===== src/rtl/wash_cycle_sequencer.sv =====
// wash_cycle_sequencer
// Runs the laundry cycle picked by the program-selection FSM. It latches the
// program on start and walks through FILL / WASH / DRAIN / RINSE / SPIN / DRY.
// Valve, pump, motor and heater are driven from the current phase. Phase
// lengths come from a prescaled tick counter; FILL and DRAIN are bounded by
// sensor timeouts.
// Optional build macro PAUSE_EN: opening the door while busy parks the cycle
// in PAUSE, with timers frozen, instead of raising a door fault.
module wash_cycle_sequencer #(
  parameter int TICK_DIV = 1000,
  parameter int WASH_T   = 20,
  parameter int RINSE_T  = 10,
  parameter int SPIN_T   = 15,
  parameter int DRY_T    = 30,
  parameter int FILL_TO  = 40,
  parameter int DRAIN_TO = 40
) (
  input  logic       clk,
  input  logic       rst,
  input  logic [2:0] prog,
  input  logic       start,
  input  logic       abort,
  input  logic       door_closed,
  input  logic       water_full,
  input  logic       water_empty,
  input  logic       fault_clr,
  output logic       valve,
  output logic       pump,
  output logic       motor_wash,
  output logic       motor_spin,
  output logic       heater,
  output logic [3:0] phase,
  output logic       busy,
  output logic       done,
  output logic [1:0] fault_code
);

  localparam logic [3:0] ST_IDLE  = 4'd0;
  localparam logic [3:0] ST_FILL  = 4'd1;
  localparam logic [3:0] ST_WASH  = 4'd2;
  localparam logic [3:0] ST_DRAIN = 4'd3;
  localparam logic [3:0] ST_RINSE = 4'd4;
  localparam logic [3:0] ST_SPIN  = 4'd5;
  localparam logic [3:0] ST_DRY   = 4'd6;
  localparam logic [3:0] ST_DONE  = 4'd7;
  localparam logic [3:0] ST_FAULT = 4'd8;
`ifdef PAUSE_EN
  localparam logic [3:0] ST_PAUSE = 4'd9;
`endif

  localparam logic [1:0] FC_NONE  = 2'd0;
  localparam logic [1:0] FC_FILL  = 2'd1;
  localparam logic [1:0] FC_DRAIN = 2'd2;
  localparam logic [1:0] FC_DOOR  = 2'd3;

  // Timer operations selected each cycle by the sequencing logic
  localparam logic [1:0] TMR_RUN  = 2'd0;
  localparam logic [1:0] TMR_CLR  = 2'd1;
  localparam logic [1:0] TMR_HOLD = 2'd2;

  localparam logic [15:0] PRESC_LAST = 16'(TICK_DIV - 1);

  // Programs accepted on start: drying, economy, normal, heavy
  function automatic logic prog_ok(input logic [2:0] p);
    logic ok;
    case (p)
      3'b001, 3'b010, 3'b011, 3'b100: ok = 1'b1;
      default:                        ok = 1'b0;
    endcase
    return ok;
  endfunction

  // Wash intensity and rinse count share the same 1/2/3 grading
  function automatic logic [1:0] lvl_of(input logic [2:0] p);
    logic [1:0] l;
    case (p)
      3'b010:  l = 2'd1;
      3'b011:  l = 2'd2;
      3'b100:  l = 2'd3;
      default: l = 2'd0;
    endcase
    return l;
  endfunction

  // Actuator pattern {valve, pump, motor_wash, motor_spin, heater} per phase
  function automatic logic [4:0] act_of(input logic [3:0] st);
    logic [4:0] a;
    case (st)
      ST_FILL:  a = 5'b10000;
      ST_WASH:  a = 5'b00100;
      ST_DRAIN: a = 5'b01000;
      ST_RINSE: a = 5'b00100;
      ST_SPIN:  a = 5'b01010;
      ST_DRY:   a = 5'b00101;
      default:  a = 5'b00000;
    endcase
    return a;
  endfunction

  // Machine is busy everywhere except the resting states
  function automatic logic busy_of(input logic [3:0] st);
    logic b;
    case (st)
      ST_IDLE, ST_DONE, ST_FAULT: b = 1'b0;
      default:                    b = 1'b1;
    endcase
    return b;
  endfunction

  logic [3:0]  state_r;
  logic [3:0]  next_s;
  logic [2:0]  prog_r;
  logic [2:0]  prog_n_s;
  logic [1:0]  rinse_r;
  logic [1:0]  rinse_n_s;
  logic        aborted_r;
  logic        aborted_n_s;
  logic        rfill_r;
  logic        rfill_n_s;
  logic [1:0]  fault_n_s;
  logic [15:0] presc_r;
  logic [15:0] tick_r;
  logic [15:0] lim_s;
  logic        presc_end_s;
  logic        phase_end_s;
  logic        trip_s;
  logic        hold_tmr_s;
  logic        pause_in_s;
  logic [1:0]  tmr_op_s;
`ifdef PAUSE_EN
  logic [3:0]  saved_r;
  logic [3:0]  saved_n_s;
`endif

  assign phase = state_r;

  // Phase length in ticks for the current state; wash scales with intensity
  always_comb begin
    lim_s = 16'd0;
    case (state_r)
      ST_FILL:  lim_s = 16'(FILL_TO);
      ST_DRAIN: lim_s = 16'(DRAIN_TO);
      ST_RINSE: lim_s = 16'(RINSE_T);
      ST_SPIN:  lim_s = 16'(SPIN_T);
      ST_DRY:   lim_s = 16'(DRY_T);
      ST_WASH: begin
        case (lvl_of(prog_r))
          2'd2:    lim_s = 16'(2 * WASH_T);
          2'd3:    lim_s = 16'(3 * WASH_T);
          default: lim_s = 16'(WASH_T);
        endcase
      end
      default:  lim_s = 16'd0;
    endcase
  end

  // Phase ends on the last prescaler cycle of the last tick; the >= term
  // covers a phase paused exactly at its final cycle
  always_comb begin
    presc_end_s = (presc_r == PRESC_LAST);
    if (tick_r >= lim_s) begin
      phase_end_s = 1'b1;
    end else begin
      phase_end_s = (tick_r == (lim_s - 16'd1)) && presc_end_s;
    end
  end

  // Door opening is only relevant while actuators may be running
  always_comb begin
    case (state_r)
      ST_FILL, ST_WASH, ST_DRAIN, ST_RINSE, ST_SPIN, ST_DRY:
        trip_s = ~door_closed;
      default:
        trip_s = 1'b0;
    endcase
  end

  // Next-state, program latch, rinse bookkeeping and fault code selection
  always_comb begin
    next_s      = state_r;
    prog_n_s    = prog_r;
    rinse_n_s   = rinse_r;
    aborted_n_s = aborted_r;
    rfill_n_s   = rfill_r;
    fault_n_s   = fault_code;
    hold_tmr_s  = 1'b0;
    pause_in_s  = 1'b0;
`ifdef PAUSE_EN
    saved_n_s   = saved_r;
`endif
    if (trip_s) begin
`ifdef PAUSE_EN
      next_s     = ST_PAUSE;
      saved_n_s  = state_r;
      pause_in_s = 1'b1;
`else
      next_s     = ST_FAULT;
      fault_n_s  = FC_DOOR;
`endif
    end else begin
      case (state_r)
        ST_IDLE: begin
          if (start && door_closed && prog_ok(prog)) begin
            prog_n_s    = prog;
            rinse_n_s   = lvl_of(prog);
            aborted_n_s = 1'b0;
            rfill_n_s   = 1'b0;
            if (prog == 3'b001) begin
              next_s = ST_DRY;
            end else begin
              next_s = ST_FILL;
            end
          end else begin
            next_s = ST_IDLE;
          end
        end
        ST_FILL: begin
          if (abort) begin
            next_s      = ST_DRAIN;
            aborted_n_s = 1'b1;
            rinse_n_s   = 2'd0;
          end else if (water_full) begin
            if (rfill_r) begin
              next_s = ST_RINSE;
            end else begin
              next_s = ST_WASH;
            end
          end else if (phase_end_s) begin
            next_s    = ST_FAULT;
            fault_n_s = FC_FILL;
          end else begin
            next_s = ST_FILL;
          end
        end
        ST_WASH: begin
          if (abort) begin
            next_s      = ST_DRAIN;
            aborted_n_s = 1'b1;
            rinse_n_s   = 2'd0;
          end else if (phase_end_s) begin
            next_s = ST_DRAIN;
          end else begin
            next_s = ST_WASH;
          end
        end
        ST_DRAIN: begin
          if (water_empty) begin
            if (aborted_r) begin
              next_s = ST_IDLE;
            end else if (rinse_r != 2'd0) begin
              next_s    = ST_FILL;
              rfill_n_s = 1'b1;
            end else begin
              next_s = ST_SPIN;
            end
          end else if (phase_end_s) begin
            next_s    = ST_FAULT;
            fault_n_s = FC_DRAIN;
          end else begin
            next_s = ST_DRAIN;
          end
        end
        ST_RINSE: begin
          if (abort) begin
            next_s      = ST_DRAIN;
            aborted_n_s = 1'b1;
            rinse_n_s   = 2'd0;
          end else if (phase_end_s) begin
            next_s = ST_DRAIN;
            if (rinse_r != 2'd0) begin
              rinse_n_s = rinse_r - 2'd1;
            end else begin
              rinse_n_s = 2'd0;
            end
          end else begin
            next_s = ST_RINSE;
          end
        end
        ST_SPIN: begin
          if (abort) begin
            next_s      = ST_DRAIN;
            aborted_n_s = 1'b1;
            rinse_n_s   = 2'd0;
          end else if (phase_end_s) begin
            next_s = ST_DONE;
          end else begin
            next_s = ST_SPIN;
          end
        end
        ST_DRY: begin
          if (abort) begin
            next_s = ST_IDLE;
          end else if (phase_end_s) begin
            next_s = ST_DONE;
          end else begin
            next_s = ST_DRY;
          end
        end
        ST_DONE: begin
          next_s = ST_IDLE;
        end
        ST_FAULT: begin
          if (fault_clr) begin
            next_s    = ST_IDLE;
            fault_n_s = FC_NONE;
          end else begin
            next_s = ST_FAULT;
          end
        end
`ifdef PAUSE_EN
        ST_PAUSE: begin
          if (abort) begin
            next_s      = ST_DRAIN;
            aborted_n_s = 1'b1;
            rinse_n_s   = 2'd0;
          end else if (start && door_closed) begin
            next_s     = saved_r;
            hold_tmr_s = 1'b1;
          end else begin
            next_s     = ST_PAUSE;
            hold_tmr_s = 1'b1;
          end
        end
`endif
        default: begin
          next_s = ST_IDLE;
        end
      endcase
    end
  end

  // Timers restart on every state entry, except entering/leaving a pause,
  // which keeps the remaining time
  always_comb begin
    if (hold_tmr_s) begin
      tmr_op_s = TMR_HOLD;
    end else if ((next_s != state_r) && !pause_in_s) begin
      tmr_op_s = TMR_CLR;
    end else begin
      tmr_op_s = TMR_RUN;
    end
  end

  // Prescaler and saturating tick counter
  always_ff @(posedge clk) begin
    if (rst) begin
      presc_r <= 16'd0;
      tick_r  <= 16'd0;
    end else begin
      case (tmr_op_s)
        TMR_CLR: begin
          presc_r <= 16'd0;
          tick_r  <= 16'd0;
        end
        TMR_HOLD: begin
          presc_r <= presc_r;
          tick_r  <= tick_r;
        end
        TMR_RUN: begin
          if (presc_end_s) begin
            presc_r <= 16'd0;
            if (tick_r != 16'hFFFF) begin
              tick_r <= tick_r + 16'd1;
            end else begin
              tick_r <= tick_r;
            end
          end else begin
            presc_r <= presc_r + 16'd1;
          end
        end
        default: begin
          presc_r <= 16'd0;
          tick_r  <= 16'd0;
        end
      endcase
    end
  end

  // Sequencer state and cycle context registers
  always_ff @(posedge clk) begin
    if (rst) begin
      state_r   <= ST_IDLE;
      prog_r    <= 3'b000;
      rinse_r   <= 2'd0;
      aborted_r <= 1'b0;
      rfill_r   <= 1'b0;
    end else begin
      state_r   <= next_s;
      prog_r    <= prog_n_s;
      rinse_r   <= rinse_n_s;
      aborted_r <= aborted_n_s;
      rfill_r   <= rfill_n_s;
    end
  end

`ifdef PAUSE_EN
  // Phase to return to after a pause
  always_ff @(posedge clk) begin
    if (rst) begin
      saved_r <= ST_IDLE;
    end else begin
      saved_r <= saved_n_s;
    end
  end
`endif

  // Registered outputs decoded from the state being entered, so they line
  // up with phase on every cycle
  always_ff @(posedge clk) begin
    if (rst) begin
      {valve, pump, motor_wash, motor_spin, heater} <= 5'b00000;
      busy       <= 1'b0;
      done       <= 1'b0;
      fault_code <= FC_NONE;
    end else begin
      {valve, pump, motor_wash, motor_spin, heater} <= act_of(next_s);
      busy       <= busy_of(next_s);
      done       <= (next_s == ST_DONE);
      fault_code <= fault_n_s;
    end
  end

endmodule


===== config.mk =====
export PLATFORM = sky130hd
export DESIGN_NAME = wash_cycle_sequencer
export DESIGN_NICKNAME = d
export VERILOG_FILES = /design/src/rtl/wash_cycle_sequencer.sv
export SDC_FILE = /design/constraint.sdc
export NUM_CORES = 1
export LEC_CHECK = 0
export CORE_MARGIN = 2
export CORE_UTILIZATION = 40
export CTS_CLUSTER_SIZE = 12
export DETAILED_ROUTE_END_ITERATION = 10
export PLACE_DENSITY = 0.62
export REMOVE_ABC_BUFFERS = 1
export SLEW_MARGIN = 25
export SYNTH_ARGS = -nofsm -noshare
export SYNTH_HDL_FRONTEND = slang
export SYNTH_SLANG_ARGS = --single-unit
export TNS_END_PERCENT = 10

===== constraint.sdc =====
create_clock -name clk -period 5 [get_ports clk]
set_clock_uncertainty 0.1 [all_clocks]
set_input_delay 0.5 -clock clk [delete_from_list [all_inputs] [get_ports clk]]
set_output_delay 0.5 -clock clk [all_outputs]
set_load 0.03 [all_outputs]

==> impl_metrics.py <==
metrics = {
    "final_layout": {
        "drive_above_1_share_pct": 10.8,
        "layout_common_cells": "dfxtp_1 (52), nor2_1 (35), nor3_1 (25), nand2_1 (24)",
        "nNetsFinal": 446,
        "diodes": 0,
        "fillers": 816,
        "final_common_cell": "dfxtp_1",
        "fin_util_pct": 46.6,
        "syn_to_final_growth_pct": 12.4,
    },
    "pwr": {
        "p_leak_nw": 1.28,
        "vdd_drop_max_mv": 0.201,
        "finalPower_mw": 2.02,
        "power_density_nw_per_um2": 524,
    },
    "logic_synthesis": {
        "synth_top_area_share_pct": 30.4,
        "yosysSeqAreaShare_pct": 30.4,
        "avgSynthCellArea_um2": 8.37,
        "netlist_instances": 409,
        "async_flop_share_pct": 0,
        "synthFlopType": "dfxtp_1",
        "synthTopCellsByArea": "dfxtp_1 (30%), nor3_2 (5.8%), xnor2_1 (4.9%), xor2_1 (4.1%), nor2_1 (3.8%)",
        "synth_area_um2": 3420,
        "synthDistinctLibCells": 58,
        "ys_ff_latch": 52,
        "yosysWarnings": 0,
        "synth_edf_count": 0,
        "yosysTopAreaCell": "dfxtp_1",
    },
    "sta": {
        "tightest_slew_ps": 788,
        "hold_viol": 0,
        "max_freq_mhz": 221,
        "fin_crit_ps": 4520,
        "finalSetupTns_ps": 0,
        "max-slew-margin-rel_pct": 47.4,
        "final_max_slew_viol_count": 0,
        "period_share_pct": 90.3,
        "rsz0062_at_grt": "false",
        "whs_ps": 389,
        "finalSetupViolCount": 0,
    },
    "global_routing": {
        "grt_max_degree": 24,
        "grt_use_total_pct": 18.1,
        "grt_overflow": 0,
        "grt_pass1_vias": 2835,
        "grt_pass1_wl_um": 13600,
        "antenna_found_initial": 0,
    },
    "job": {
        "drv_cap": 0,
    },
    "worst_setup_path": {
        "endpoint_kind": "flip-flop",
        "worstPathRequired_ps": 5130,
        "setup.worst_path.start_class": "flip-flop",
        "slowest_stage": "dfxtp_1",
        "slowest_delay_ps": 850,
        "cp.arrival_ps": 4650,
        "path_class": "reg2reg",
        "cp_cell_sequence": "nand4bb_1 > inv_1 > ha_1 > nand2b_1 > a21o_1 > a211o_1 > a21oi_1 > o21ai_1 > a21oi_2 > o2111ai_4 > buf_4 > nor3_2",
        "crit_fanout": 23,
    },
    "clocking": {
        "postCtsHoldBufs": 0,
        "path_clk_slew_ps": 110,
        "clock_sinks": 52,
        "ctsResizeCount": 0,
        "cts_buffer_depth": 2,
        "postCtsSetupRepairBufs": 0,
        "clock_latency_ps": 310,
        "numCtsBuffers": 5,
        "cts_root_buf": "clkbuf_8",
        "cts_max_level": 2,
        "cts_tree": "yes",
    },
    "drt": {
        "viasPerCell": 5.70,
        "ant_nets": 0,
        "drtIter0Drc": 199,
        "totalWireLength_um": 8090,
        "post_drt_wl_per_cell_um": 15.3,
        "num_vias": 3020,
        "dr.pass1.iters": 4,
        "remaining_drc_errors": 0,
    },
    "outcome": {
        "status": "completed",
    },
    "die": {
        "die_x_um": 96.5,
        "num_rows": 33,
        "dieArea_um2": 9320,
        "initial_core_util_pct": 41.5,
        "num_io_pins": 24,
        "die-height_um": 96.5,
        "core_area_um2": 8260,
    },
    "placed_design": {
        "hpwl_um": 6020,
        "gp_congestion": 0.901,
        "port_buffers": 23,
    },
    "min_path": {
        "hold_class": "reg2reg",
    },
}
-- area by class of cell --
cell class	instances	area, um2	share of cell area, %
multi-input cells	324	2220	57.8
well taps	105	131	3.41
clock buffers	5	68.8	1.79
repair buffers	29	275	7.15
inverters	13	48.8	1.27
flip-flops and latches	52	1040	27.0
clock inverters	2	60.1	1.56
-- cell usage after synthesis (6+ instances only) --
cell / count
dfxtp_1: 52
a21oi_1: 13
nor4_1: 10
and3_1: 6
xor2_1: 16
nor2_1: 35
inv_1: 13
nor3_2: 20
o21ai_0: 13
nor3_1: 25
xnor2_1: 19
ha_1: 10
nand2_1: 24
nand4_1: 14
nand2b_1: 6
a211oi_1: 6
clkbuf_1: 14
nand3_1: 23
-- flip-flops by register name, summed over array words and instances, names as in the netlist --
signal / flops
rfill_r: 1
prog_r: 3
motor_spin: 1
aborted_r: 1
presc_r: 16
tick_r: 16
pump: 1
heater: 1
fault_code: 2
rinse_r: 2
done: 1
busy: 1
phase: 4
motor_wash: 1
valve: 1
-- path summary, 6_finish.rpt --
check	from	endpoint	slack [ps]	depth (start not counted)
min reg2reg	aborted_r	aborted_r	390	2
max reg2reg	phase[0]	presc_r[15]	480	12
min	aborted_r	aborted_r	390	2
max	phase[0]	presc_r[15]	480	12
-- through the flow --
step	setup WS (ps)	std cells	instance area, um2
floorplan	424	389	3310
global placement	334	523	3720
detailed placement	267	523	3720
CTS	208	530	3850
global route	109	530	3850
finish	484	530	3850
-- worst max-delay path, delay by kind of cell, from the launching register on --
kind / cells / cell delay [ps]
AND/OR/NAND/NOR: 3 / 690
AO/OA/AOI/OAI: 6 / 1990
buffers and inverters: 2 / 530
flip-flops: 1 / 850
adder cells (fa/ha/maj): 1 / 270
-- kinds of logic (layout without fill, tap and decap cells) --
group                      count (synthesis)  after routing  share of synthesized area, %
and+or+nand+nor                          203            203                          35.5
AOI/OAI and AO/OA                         71             71                          15.3
DFF                                       52             52                          30.4
xor gates and xnor gates                  35             35                          8.95
buffers and inverters                     33             49                          4.75
adders and majority gates                 10             10                          3.65
muxes                                      5              5                          1.46
-- report_power, final --
| part | internal [mW] | switching (mW) | total, mW |
|---|---|---|---|
| combinational | 0.394 | 0.741 | 1.13 |
| clock | 0.197 | 0.141 | 0.338 |
| sequential | 0.464 | 0.0816 | 0.545 |
-- per-layer routing --
| layer | routed length [um] | vias to the layer above | track usage, % |
|---|---|---|---|
| met5 | 0 | - | 0 |
| met4 | 97 | 0 | 4.46 |
| met3 | 264 | 13 | 2.79 |
| met2 | 3770 | 52 | 28.6 |
| met1 | 3950 | 1420 | 25.8 |
| li1 | - | 1535 | - |
(Power assumes the default switching activity.)
